--- config.mk ---
export PLATFORM = sky130hd
export DESIGN_NAME = maze_map_writer
export DESIGN_NICKNAME = d
export VERILOG_FILES = /design/src/rtl/maze_pkg.sv /design/src/rtl/maze_map_lookup.sv /design/src/rtl/maze_map_writer.sv
export SDC_FILE = /design/constraint.sdc
export NUM_CORES = 1
export LEC_CHECK = 0
export CAP_MARGIN = 20
export CORE_AREA = 2 2 152 110
export DETAILED_ROUTE_END_ITERATION = 10
export DIE_AREA = 0 0 154 112
export PLACE_DENSITY = 0.75
export SETUP_SLACK_MARGIN = 0.02
export SLEW_MARGIN = 20
export SYNTH_ARGS = -nofsm -noshare
export SYNTH_HDL_FRONTEND = slang
export SYNTH_SLANG_ARGS = --single-unit
--- constraint.sdc ---
create_clock -name clk -period 7.45 [get_ports clk]
set_clock_uncertainty 0.1 [all_clocks]
set_input_delay 0.745 -clock clk [delete_from_list [all_inputs] [get_ports clk]]
set_output_delay 0.745 -clock clk [all_outputs]
set_load 0.01 [all_outputs]
--- src/rtl/maze_pkg.sv ---
// maze_pkg: maze dimensions, cell encoding, writer states, reset map and cell indexing
package maze_pkg;
  localparam int MAZE_ROWS = 8;
  localparam int MAZE_COLS = 8;
  localparam logic CELL_OPEN = 1'b1;
  localparam logic CELL_WALL = 1'b0;
  localparam logic [63:0] MAZE_RESET_MAP = 64'h00_78_48_7E_42_42_7E_00;
  typedef enum logic [1:0] {IDLE, LOAD, COMMIT} state_t;
  function automatic logic [5:0] cell_index(input logic [2:0] row, input logic [2:0] col);
    return {row, col};
  endfunction
endpackage

--- src/rtl/maze_map_lookup.sv ---
// maze_map_lookup: registered, range-checked cell read of a 64-bit map (cell 0,0 at bit 63)
module maze_map_lookup
  import maze_pkg::*;
#(
  parameter int ROWS = MAZE_ROWS,
  parameter int COLS = MAZE_COLS
) (
  input  logic        clk,
  input  logic        reset,
  input  logic [63:0] map,
  input  logic [7:0]  row,
  input  logic [7:0]  col,
  output logic        open
);
  // out-of-range coordinates read as wall rather than wrapping
  always_ff @(posedge clk)
    if (reset) open <= CELL_WALL;
    else open <= (row < 8'(ROWS) && col < 8'(COLS)) ? map[6'd63 - cell_index(row[2:0], col[2:0])] : CELL_WALL;
endmodule

--- src/rtl/maze_map_writer.sv ---
// maze_map_writer: double-buffered row loader and cell editor for the 8x8 maze map (option MAZE_BORDER_LOCK_EN)
module maze_map_writer
  import maze_pkg::*;
#(
  parameter int ROWS = MAZE_ROWS,
  parameter int COLS = MAZE_COLS,
  parameter logic [63:0] RESET_MAP = MAZE_RESET_MAP
) (
  input  logic        clk,
  input  logic        reset,
  input  logic        load_start,
  input  logic        byte_valid,
  input  logic [7:0]  byte_data,
  output logic        byte_ready,
  input  logic        edit_valid,
  input  logic [2:0]  edit_row,
  input  logic [2:0]  edit_col,
  input  logic        edit_open,
  output logic        edit_ready,
  input  logic [7:0]  rd_row,
  input  logic [7:0]  rd_col,
  output logic        rd_open,
  output logic        busy,
  output logic        load_done,
  output logic [63:0] map_bits
);
  state_t state, nxt;
  logic [2:0] cnt;
  logic [63:0] shadow, active;
  logic xfer;
  logic [7:0] row_byte;
  logic cell_val;
`ifdef MAZE_BORDER_LOCK_EN
  assign row_byte = (cnt == 3'd0 || cnt == 3'(ROWS - 1)) ? 8'h00 : byte_data & 8'h7E;
  assign cell_val = (edit_row == 3'd0 || edit_row == 3'(ROWS - 1) || edit_col == 3'd0 || edit_col == 3'(COLS - 1)) ? CELL_WALL : edit_open;
`else
  assign row_byte = byte_data;
  assign cell_val = edit_open;
`endif
  // handshakes and status follow the state; everything is held low while reset is asserted
  always_comb begin
    byte_ready = !reset && state == LOAD;
    edit_ready = !reset && state == IDLE;
    busy = !reset && state != IDLE;
    load_done = !reset && state == COMMIT;
    xfer = byte_valid && byte_ready;
    nxt = state == IDLE ? (load_start ? LOAD : IDLE) :
          state == LOAD ? ((xfer && !load_start && cnt == 3'(ROWS - 1)) ? COMMIT : LOAD) : IDLE;
  end
  // state register
  always_ff @(posedge clk)
    if (reset) state <= IDLE;
    else state <= nxt;
  // row counter and shadow fill, commit into the active map, single-cell edits in IDLE
  always_ff @(posedge clk)
    if (reset) begin
      cnt <= 3'd0;
      shadow <= 64'd0;
      active <= RESET_MAP;
    end else begin
      if (load_start && state != COMMIT) cnt <= 3'd0;
      else if (xfer) cnt <= cnt + 3'd1;
      if (xfer && !load_start) shadow[8 * (3'(ROWS - 1) - cnt) +: 8] <= row_byte;
      if (state == COMMIT) active <= shadow;
      else if (edit_valid && edit_ready) active[6'd63 - cell_index(edit_row, edit_col)] <= cell_val;
    end
  assign map_bits = active;
  maze_map_lookup #(.ROWS(ROWS), .COLS(COLS)) u_lookup (
    .clk(clk),
    .reset(reset),
    .map(active),
    .row(rd_row),
    .col(rd_col),
    .open(rd_open)
  );
endmodule

Yosys cells after proc, flatten, opt, wreduce, memory -nomap -nowiden
Cells that the tools add are included.
{ "totals": {"output_inout_bits": 69, "register_bits": 134, "word_cells": 52, "input_bits": 36} }
{ "classes": {"n_shift": 2, "addsub": 5, "magnitude_cmp": 5, "n_bitwise": 1, "n_reduce_logical": 18, "eq_ne": 4, "n_mux": 12} }
{ "op_table": {"columns": ["operator", "count"], "rows": [
  ["64-bit bitwise mux", 2],
  ["64-bit two-way mux", 2],
  ["8-bit by 34-bit variable shift with 64-bit output (first input constant)", 1],
  ["8-bit by 34-bit variable part select with 64-bit output", 1],
  ["32-bit negation with 34-bit output", 1],
  ["8-bit by 4-bit less-than comparator with 1-bit output (second input constant)", 2],
  ["6-bit by 7-bit less-than comparator with 1-bit output (second input constant)", 2],
  ["6-bit subtractor (first input constant)", 2],
  ["1-bit logical AND", 11],
  ["1-bit binary-select mux with 6-bit select", 1],
  ["1-bit demux with 6-bit select", 1],
  ["6-bit by 1-bit >= comparator with 1-bit output (second input constant)", 1],
  ["2-bit two-way mux", 3],
  ["2-bit nonzero test", 2],
  ["2-bit OR reduction", 2],
  ["3-bit by 3-bit subtractor with 4-bit output (first input constant)", 1],
  ["3-bit by 1-bit adder with 3-bit output (second input constant)", 1],
  ["3-bit == test (second input constant)", 1],
  ["1-bit two-way mux", 3],
  ["2-bit by 1-bit == test with 1-bit output (second input constant)", 1],
  ["2-bit == test (second input constant)", 1],
  ["1-bit zero test", 2],
  ["2-bit zero test", 1],
  ["2-bit inequality test (second input constant)", 1],
  ["1-bit inverter", 1]
]} }

Logic depth before layout (Yosys ltp)
Gate-level depths: netlist of the first run.
{ "depth": {"word_depth": 8, "depth_mapped": 9} }

Cells and area by module
From an unflattened synthesis of the first run, not the netlist that was laid out.
{ "unflattened": {"hier_cells": 836, "area_unflattened_um2": 7059.3} }
{ "by_module_without_submodules": {"columns": ["mod", "cells_each", "seq_area_each_um2", "instances", "area_per_inst_um2"], "rows": [
  ["maze_map_writer", 775, 2662.6, 1, 6383.6],
  ["maze_map_lookup", 61, 20.0, 1, 675.6]
]} }

Worst setup path before layout of the first run
No wires, ideal clock.
{ "synth_timing": {"path_kind": "in2out", "from": "input port reset", "to": "output port busy", "path_buffers": 3, "path_stages": 4, "t_arrival_ps": 1683, "path_slack_ps": 4922, "path_cell_list": "clkbuf_1 clkbuf_1 clkbuf_1 nor2_1"} }
{ "synth_between": {"elab_chain_cells": 2} }
{ "synth_rtl": {"columns": ["item", "line_no", "source"], "rows": [
  ["start: declaration", "maze_map_writer.sv:10", "input logic reset,"],
  ["1-bit zero test", "maze_map_writer.sv:44", "busy = !reset && state != IDLE;"],
  ["1-bit logical AND", "maze_map_writer.sv:44", null],
  ["end: declaration", "maze_map_writer.sv:23", "output logic busy,"]
]} }
No other way between the ends.

Final worst setup path of the first run
{ "layout_timing": {"from": "register cnt[0]", "to": "register shadow[8]"} }
{ "layout_between": {"elab_chain_cells": 4, "elab_cells_between_ends": 5, "classes_between": "add/sub (2); shift (2); mux (1)"} }
{ "layout_rtl": {"columns": ["item", "line_no", "source"], "rows": [
  ["start: declaration", "maze_map_writer.sv:28", "logic [2:0] cnt;"],
  ["start signal: assignment", "maze_map_writer.sv:62", "else if (xfer) cnt <= cnt + 3'd1;"],
  ["3-bit by 3-bit subtractor with 4-bit output (*)", "maze_map_writer.sv:63", "if (xfer && !load_start) shadow[8 * (3'(ROWS - 1) - cnt) +: 8] <= row_byte;"],
  ["32-bit negation with 34-bit output (*)", "maze_map_writer.sv:63", null],
  ["8-bit by 34-bit variable part select with 64-bit output / 8-bit by 34-bit variable shift with 64-bit output (equally long branches)", "maze_map_writer.sv:63", null],
  ["64-bit bitwise mux (*)", "maze_map_writer.sv:63", null],
  ["end signal: indexed assignment", "maze_map_writer.sv:63", null],
  ["end: declaration", "maze_map_writer.sv:29", "logic [63:0] shadow, active;"]
]} }
Every way passes the cells marked *; elsewhere a longest branch is shown, timed or not.
A chain may end at the register's enable or synchronous reset.

==> reports/qor.yml, run 1 <==
final_layout:
  final_common_cell: "sky130_fd_sc_hd__dfxtp_1"
  seqCellArea_um2: 2680
  multi_input_gate_area_um2: 4170
  drive_above_1_share: 0.0956
  nNetsFinal: 898
  area_growth_pct: 20.0
  final_core_util: 0.552
  most_used_cells_in_the_layout_excluding_fill_and_tap_cells: "sky130_fd_sc_hd__dfxtp_1, sky130_fd_sc_hd__clkdlybuf4s50_1, sky130_fd_sc_hd__a21oi_1"
  stdcell_count: 1073
  layout.filler_cells: 1395
  insertedDiodeCount: 0
place:
  post-dp-hpwl_mm: 15.3
  place_inst: 1044
  placement.io_buffers: 104
  gpl.final_weighted_congestion: 0.891
global_routing:
  grt_pass1_vias: 6183
  grt.met3_usage: 0.0895
  grt_busiest_layer: "met1"
  global_route_met1_usage: 0.409
  antenna_found_initial: 0
  grt_pass1_wl_mm: 36.0
  gr-usage-met2: 0.348
  gr-usage-all-layers: 0.267
  grt_overflow: 0
  largest_net_degree_at_the_start_of_global_routing: 90
die:
  die-height_um: 112
  die_width_um: 154
  die-area_um2: 17200
  coreArea_um2: 15900
  core.rowCount: 39
  num_io_pins: 105
  starting_utilization_of_the_core_area: 0.460
sta:
  hold_viol: 0
  slew_violations: 0
  timing.final.setup_violations: 0
  fin_tns_setup_ns: 0
  max_freq_ghz: 0.331
  period_minus_slack_ns: 3.02
  rsz0062_at_grt: "false"
  worst-slew-pin-transition_ns: 0.945
  max_slew_margin: 0.361
  finalCritPeriodShare: 0.405
detailed_routing:
  route.antenna.remaining_nets: 0
  drcViolationCount: 0
  drt_iter0_markers: 952
  avgRoutedWirePerCell_um: 21.7
  detailedRoute.firstPassIterationCount: 5
  finalWirelength_mm: 23.2
  dr_total_vias: 6990
  routed_via_density: 6.51
worst_setup_path:
  timing.critical_path.to_type: "flop"
  worst_path_max_delay_cell: "sky130_fd_sc_hd__nor4bb_1"
  cpMostUsedCell: "sky130_fd_sc_hd__ha_1"
  cp_data_arrival_time_ns: 3.26
  worst_ep_required_time_ns: 7.69
  critical_path.max_stage_delay_ns: 0.82
  worst_setup_path_start_kind: "flop"
  criticalPathCategory: "reg -> reg"
  crit_chain: "ha_1 -> ha_1 -> nor4bb_1 -> nand2_1 -> or4_1 -> a21oi_1"
  cp_max_fo: 17
status:
  run_status: "complete, no violations"
yosys:
  simple_gate_share_of_the_synthesized_area: 0.251
  synth_fp_nets: 870
  yosys.area_share.xor_xnor: 0.00120
  post_synth_inst_count: 831
  synthDistinctLibCells: 47
  synthesis.area_um2: 7300
  synth_edf_count: 0
  avgSynthCellArea_um2: 8.78
  flip_flop_cell_with_the_highest_count_after_synthesis: "sky130_fd_sc_hd__dfxtp_1"
  synth_fa_ha_area_frac: 0.00514
  synth-compound-area-share: 0.161
  synth_seq_cells: 134
  ys_warn_count: 0
  synth.yosys.seq_area_share: 0.368
  yosys-mux-area-fraction: 0.150
  async_reset_ff_frac: 0
  largest_family_of_logic_cells_by_synthesized_area: "simple AND/OR/NAND/NOR gates"
cts:
  clock_insertion_delay_worst_skew_ns: 0.42
  post_cts_resized: 0
  cts_tree: "built"
  cts.reportedPaths.clkPinSlew_ns: 0.05
  hold_buffers: 0
  total_clock_buffers_created_by_cts: 17
  ctsRootBufferMaster: "sky130_fd_sc_hd__clkbuf_16"
  post_cts_buffers: 0
  htree_num_levels: 4
  max-clock-path-buffers: 2
  tritoncts_num_sinks: 134
worst_hold_path:
  timing.hold.worst.class: "reg -> reg"
power_and_ir_drop:
  fin_total_pwr_mw: 1.62
  vdd_ir_drop_max_uv: 151
  power-per-cell-area_nw_per_um2: 185
  static-leakage-power_nw: 2.94
run:
  maxCapViolations: 0
-- critical path, delay by kind of cell, from the launching register on --
family                     cells  cell delay (ns)
adders and majority gates      2             0.93
and+or+nand+nor                3             1.33
AOI/OAI and AO/OA              1             0.14
DFF                            1             0.43
-- stage by stage --
step | cell area (um^2) | hold slack, ns | setup slack, ns
after floorplan | 7300 | 0.344 | 4.92
after global placement | 8210 | 0.353 | 4.21
after detailed placement | 8210 | 0.358 | 4.17
after CTS | 8730 | 0.367 | 4.31
after global routing | 8760 | 0.388 | 4.17
final | 8760 | 0.365 | 4.43
-- layer usage --
layer  part of all wire  vias to the layer above  wire [um]
li1                   -                     3206          -
met1               0.44                     3283      10300
met2               0.40                      458       9250
met3               0.14                       43       3220
met4              0.019                        0        437
met5                  0                        -          0
-- worst paths after layout --
check,slack (ns),start,to,cells after the start
worst max-delay path,4.43,cnt[0],shadow[8],6
worst min-delay path,0.37,shadow[21],shadow[21],2
worst max register to register,4.43,cnt[0],shadow[8],6
worst min register to register,0.37,shadow[21],shadow[21],2
-- where the power goes --
| part | internal [mW] | switching (mW) | total (mW) |
|---|---|---|---|
| registers | 0.719 | 0.00263 | 0.722 |
| logic | 0.0427 | 0.0871 | 0.130 |
| clock network | 0.465 | 0.299 | 0.764 |
-- cells by family after synthesis --
group / count (synthesis)
AOI/OAI and AO/OA: 190
and+or+nand+nor: 305
muxes: 89
buffers and inverters: 109
adders and majority gates: 3
xor gates and xnor gates: 1
DFF: 134
-- registers in the layout (all words and copies together), names as in the netlist --
name and count:
shadow 64, map_bits 64, state 2, u_lookup.open 1, cnt 3
-- layout make-up --
class / instances / share of cell area
Multi-Input combinational cell: 588 / 0.476
Sequential cell: 134 / 0.306
Timing Repair Buffer: 114 / 0.127
Clock buffer: 22 / 0.0530
Tap cell: 205 / 0.0293
Clock inverter: 6 / 0.00629
Inverter: 4 / 0.00171
-- cells in the mapped netlist (all sizes together), types with 2 or more instances --
| library cell | instances | area share |
|---|---|---|
| or3b | 4 | 0.0048 |
| clkbuf | 74 | 0.038 |
| a21oi | 80 | 0.055 |
| o21ai | 24 | 0.016 |
| o31ai | 33 | 0.034 |
| nand2 | 29 | 0.015 |
| mux4 | 16 | 0.049 |
| and3b | 4 | 0.0048 |
| nor4b | 2 | 0.0024 |
| inv | 4 | 0.0021 |
| a2111oi | 2 | 0.0024 |
| nor4 | 36 | 0.048 |
| nor2b | 7 | 0.0060 |
| a211oi | 42 | 0.043 |
| or4 | 33 | 0.034 |
| nand4 | 52 | 0.045 |
| or2 | 2 | 0.0017 |
| buf | 31 | 0.024 |
| nand3 | 21 | 0.014 |
| nor3b | 4 | 0.0041 |
| nor3 | 31 | 0.021 |
| ha | 3 | 0.0051 |
| dfxtp | 134 | 0.37 |
| nand2b | 7 | 0.0060 |
| o22ai | 2 | 0.0017 |
| or3 | 3 | 0.0026 |
| nor2 | 61 | 0.031 |
| o32ai | 2 | 0.0024 |
| nand3b | 3 | 0.0031 |
| mux2i | 73 | 0.10 |
Note: power is estimated with default switching activity, not from simulation.
==> run 2, diff against run 1 <==
==> constraint.sdc (replaced) <==
create_clock -name clk -period 2.8 [get_ports clk]
set_clock_uncertainty 0.1 [all_clocks]
set_input_delay 0.28 -clock clk [delete_from_list [all_inputs] [get_ports clk]]
set_output_delay 0.28 -clock clk [all_outputs]
set_load 0.01 [all_outputs]
==> reports/qor.yml, run 2 (synthesis gave the netlist of run 1 again) <==
worst_setup_path:
  cp_data_arrival_time_ns: 2.67  # was 3.26 ns
  worst_setup_endpoint: "shadow[21]"  # was shadow[8]
  criticalPathCategory: "reg -> reg"  # unchanged
  cp_max_fo: 11  # was 17
  cpMostUsedCell: "sky130_fd_sc_hd__ha_1"  # unchanged
  critical_path.reg2reg.startpoint: "cnt[1]"  # was cnt[0]
  crit_chain: "ha_1 -> ha_1 -> and3b_1 -> buf_4 -> nand3_1 -> or4_1 -> a21oi_1"  # was ha_1 -> ha_1 -> nor4bb_1 -> nand2_1 -> or4_1 -> a21oi_1
  worst_path_dominant_cell_family: "simple AND/OR/NAND/NOR gates"  # unchanged
  worstSetupPathDepth: 7  # was 6
  number_of_buffers_and_inverters_on_the_critical_path: 1  # was 0
  worstSetupStartpoint: "cnt[1]"  # was cnt[0]
  ff2ff_path_depth: 7  # was 6
  worst_ep_required_time_ns: 3.04  # was 7.69 ns
  worst_setup_path_start_kind: "flop"  # unchanged
  r2r-end: "shadow[21]"  # was shadow[8]
  timing.critical_path.to_type: "flop"  # unchanged
  reg2reg_setup_slack_ns: 0.37  # was 4.43 ns
  worst_path_max_delay_cell: "sky130_fd_sc_hd__ha_1"  # was sky130_fd_sc_hd__nor4bb_1
  critical_path.max_stage_delay_ns: 0.48  # was 0.82 ns
die:
  die-height_um: 112  # unchanged
  die-area_um2: 17200  # unchanged
  starting_utilization_of_the_core_area: 0.460  # unchanged
  coreArea_um2: 15900  # unchanged
  num_io_pins: 105  # unchanged
  die_width_um: 154  # unchanged
  core.rowCount: 39  # unchanged
global_routing:
  antenna_found_initial: 0  # unchanged
  gr-usage-all-layers: 0.265  # was 0.267
  grt_pass1_vias: 6048  # was 6,183
  grt_pass1_wl_mm: 35.8  # was 36.0 mm
  grt_overflow: 0  # unchanged
  largest_net_degree_at_the_start_of_global_routing: 133  # was 90
cts:
  cts_tree: "built"  # unchanged
  htree_num_levels: 4  # unchanged
  max-clock-path-buffers: 2  # unchanged
  total_clock_buffers_created_by_cts: 17  # unchanged
  post_cts_resized: 0  # unchanged
  post_cts_buffers: 0  # unchanged
  cts.reportedPaths.clkPinSlew_ns: 0.06  # was 0.05 ns
  clock_insertion_delay_worst_skew_ns: 0.42  # about the same
  tritoncts_num_sinks: 134  # unchanged
  ctsRootBufferMaster: "sky130_fd_sc_hd__clkbuf_16"  # unchanged
  hold_buffers: 0  # unchanged
final_layout:
  multi_input_gate_area_um2: 4160  # was 4170 um^2
  area_growth_pct: 24.5  # was 20.0%
  nNetsFinal: 922  # was 898
  seqCellArea_um2: 2680  # unchanged
  most_used_cells_in_the_layout_excluding_fill_and_tap_cells: "sky130_fd_sc_hd__dfxtp_1, sky130_fd_sc_hd__clkdlybuf4s50_1, sky130_fd_sc_hd__a21oi_1"  # unchanged
  drive_above_1_share: 0.126  # was 0.0956
  stdcell_count: 1101  # was 1,073
  insertedDiodeCount: 0  # unchanged
  final_common_cell: "sky130_fd_sc_hd__dfxtp_1"  # unchanged
  final_core_util: 0.573  # was 0.552
  layout.filler_cells: 1401  # was 1,395
power_and_ir_drop:
  vdd_ir_drop_max_uv: 461  # was 151 uV
  static-leakage-power_nw: 3.12  # was 2.94 nW
  fin_total_pwr_mw: 4.74  # was 1.62 mW
  power-per-cell-area_nw_per_um2: 522  # was 185 nW/um^2
sta:
  worst-slew-pin-transition_ns: 0.726  # was 0.945 ns
  period_minus_slack_ns: 2.43  # was 3.02 ns
  hold_slack_ns: 0.195  # was 0.365 ns
  timing.final.setup_violations: 0  # unchanged
  max_freq_ghz: 0.411  # was 0.331 GHz
  hold_viol: 0  # unchanged
  rsz0062_at_grt: "false"  # unchanged
  finalCritPeriodShare: 0.869  # was 0.405
  fin_tns_setup_ns: 0  # unchanged
  slew_violations: 0  # unchanged
  max_slew_margin: 0.515  # was 0.361
detailed_routing:
  finalWirelength_mm: 23.2  # about the same
  drcViolationCount: 0  # unchanged
  detailedRoute.firstPassIterationCount: 5  # unchanged
  routed_via_density: 6.32  # was 6.51
  route.antenna.remaining_nets: 0  # unchanged
  top_layer_used: "met4"  # unchanged
  drt_iter0_markers: 917  # was 952
  dr_total_vias: 6955  # was 6,990
  routedLengthMet1_mm: 10.8  # was 10.3 mm
  met3RoutedLength_mm: 2.74  # was 3.22 mm
  avgRoutedWirePerCell_um: 21.0  # was 21.7 um
  met2WireLength_mm: 9.16  # was 9.25 mm
place:
  placement.io_buffers: 104  # unchanged
  place_inst: 1069  # was 1,044
  gpl.final_weighted_congestion: 0.852  # was 0.891
  post-dp-hpwl_mm: 15.2  # was 15.3 mm
status:
  run_status: "complete, no violations"  # unchanged
run:
  maxCapViolations: 0  # unchanged
worst_hold_path:
  timing.hold.worst.class: "in -> reg"  # was reg -> reg
==> run 2: cell count changes in the layout (fill, tap and decap cells not counted), moves of 3 or more <==
cell and delta:
sky130_fd_sc_hd__clkinvlp_4 +3, sky130_fd_sc_hd__clkbuf_1 -3, sky130_fd_sc_hd__buf_4 +22, sky130_fd_sc_hd__bufinv_16 +3, sky130_fd_sc_hd__clkinv_2 -3
==> run 2: where the power goes <==
part | internal (mW) | switching (mW)
Clock | 1.59 | 0.867
Combinational | 0.128 | 0.240
Sequential | 1.91 | 0.00660
==> run 2: worst min-delay path by stage <==
stage / endpoint / depth (start not counted) / start / slack (ns)
6_report: cnt[2] / 4 / reset / 0.19
5_1_grt: cnt[1] / 4 / reset / 0.23
3_5_place_dp: shadow[15] / 2 / shadow[15] / 0.37
2_1_floorplan: state[0] / 1 / load_start / 0.31
4_1_cts: cnt[2] / 4 / reset / 0.19
3_3_place_gp: shadow[19] / 2 / shadow[19] / 0.35
==> run 2: area by class of cell <==
type	count	share of cell area
clock buffer	21	0.0529
sequential	134	0.295
timing repair buffer	138	0.145
multi-input combinational	588	0.458
inverter	4	0.00165
tap	205	0.0282
clock inverter	11	0.0187
==> run 2: per-layer routing <==
layer  GRT usage  vias up
met3      0.0701       49
li1            -     3273
met2       0.340      365
met1       0.425     3268
met5           0        -
met4      0.0741        0
==> run 2: worst min-delay path, cell delays in order <==
cell and delay, ns:
sky130_fd_sc_hd__buf_4 0.13, sky130_fd_sc_hd__nor3b_1 0.09, sky130_fd_sc_hd__nand3_1 0.09, sky130_fd_sc_hd__a21oi_1 0.06
==> run 2: metrics by stage <==
step           setup slack (ns)  area (um^2)
2_1_floorplan             0.416         7300
3_3_place_gp              0.344         8440
3_5_place_dp              0.343         8440
4_1_cts                   0.398         9090
5_1_grt                   0.172         9090
6_report                  0.368         9090
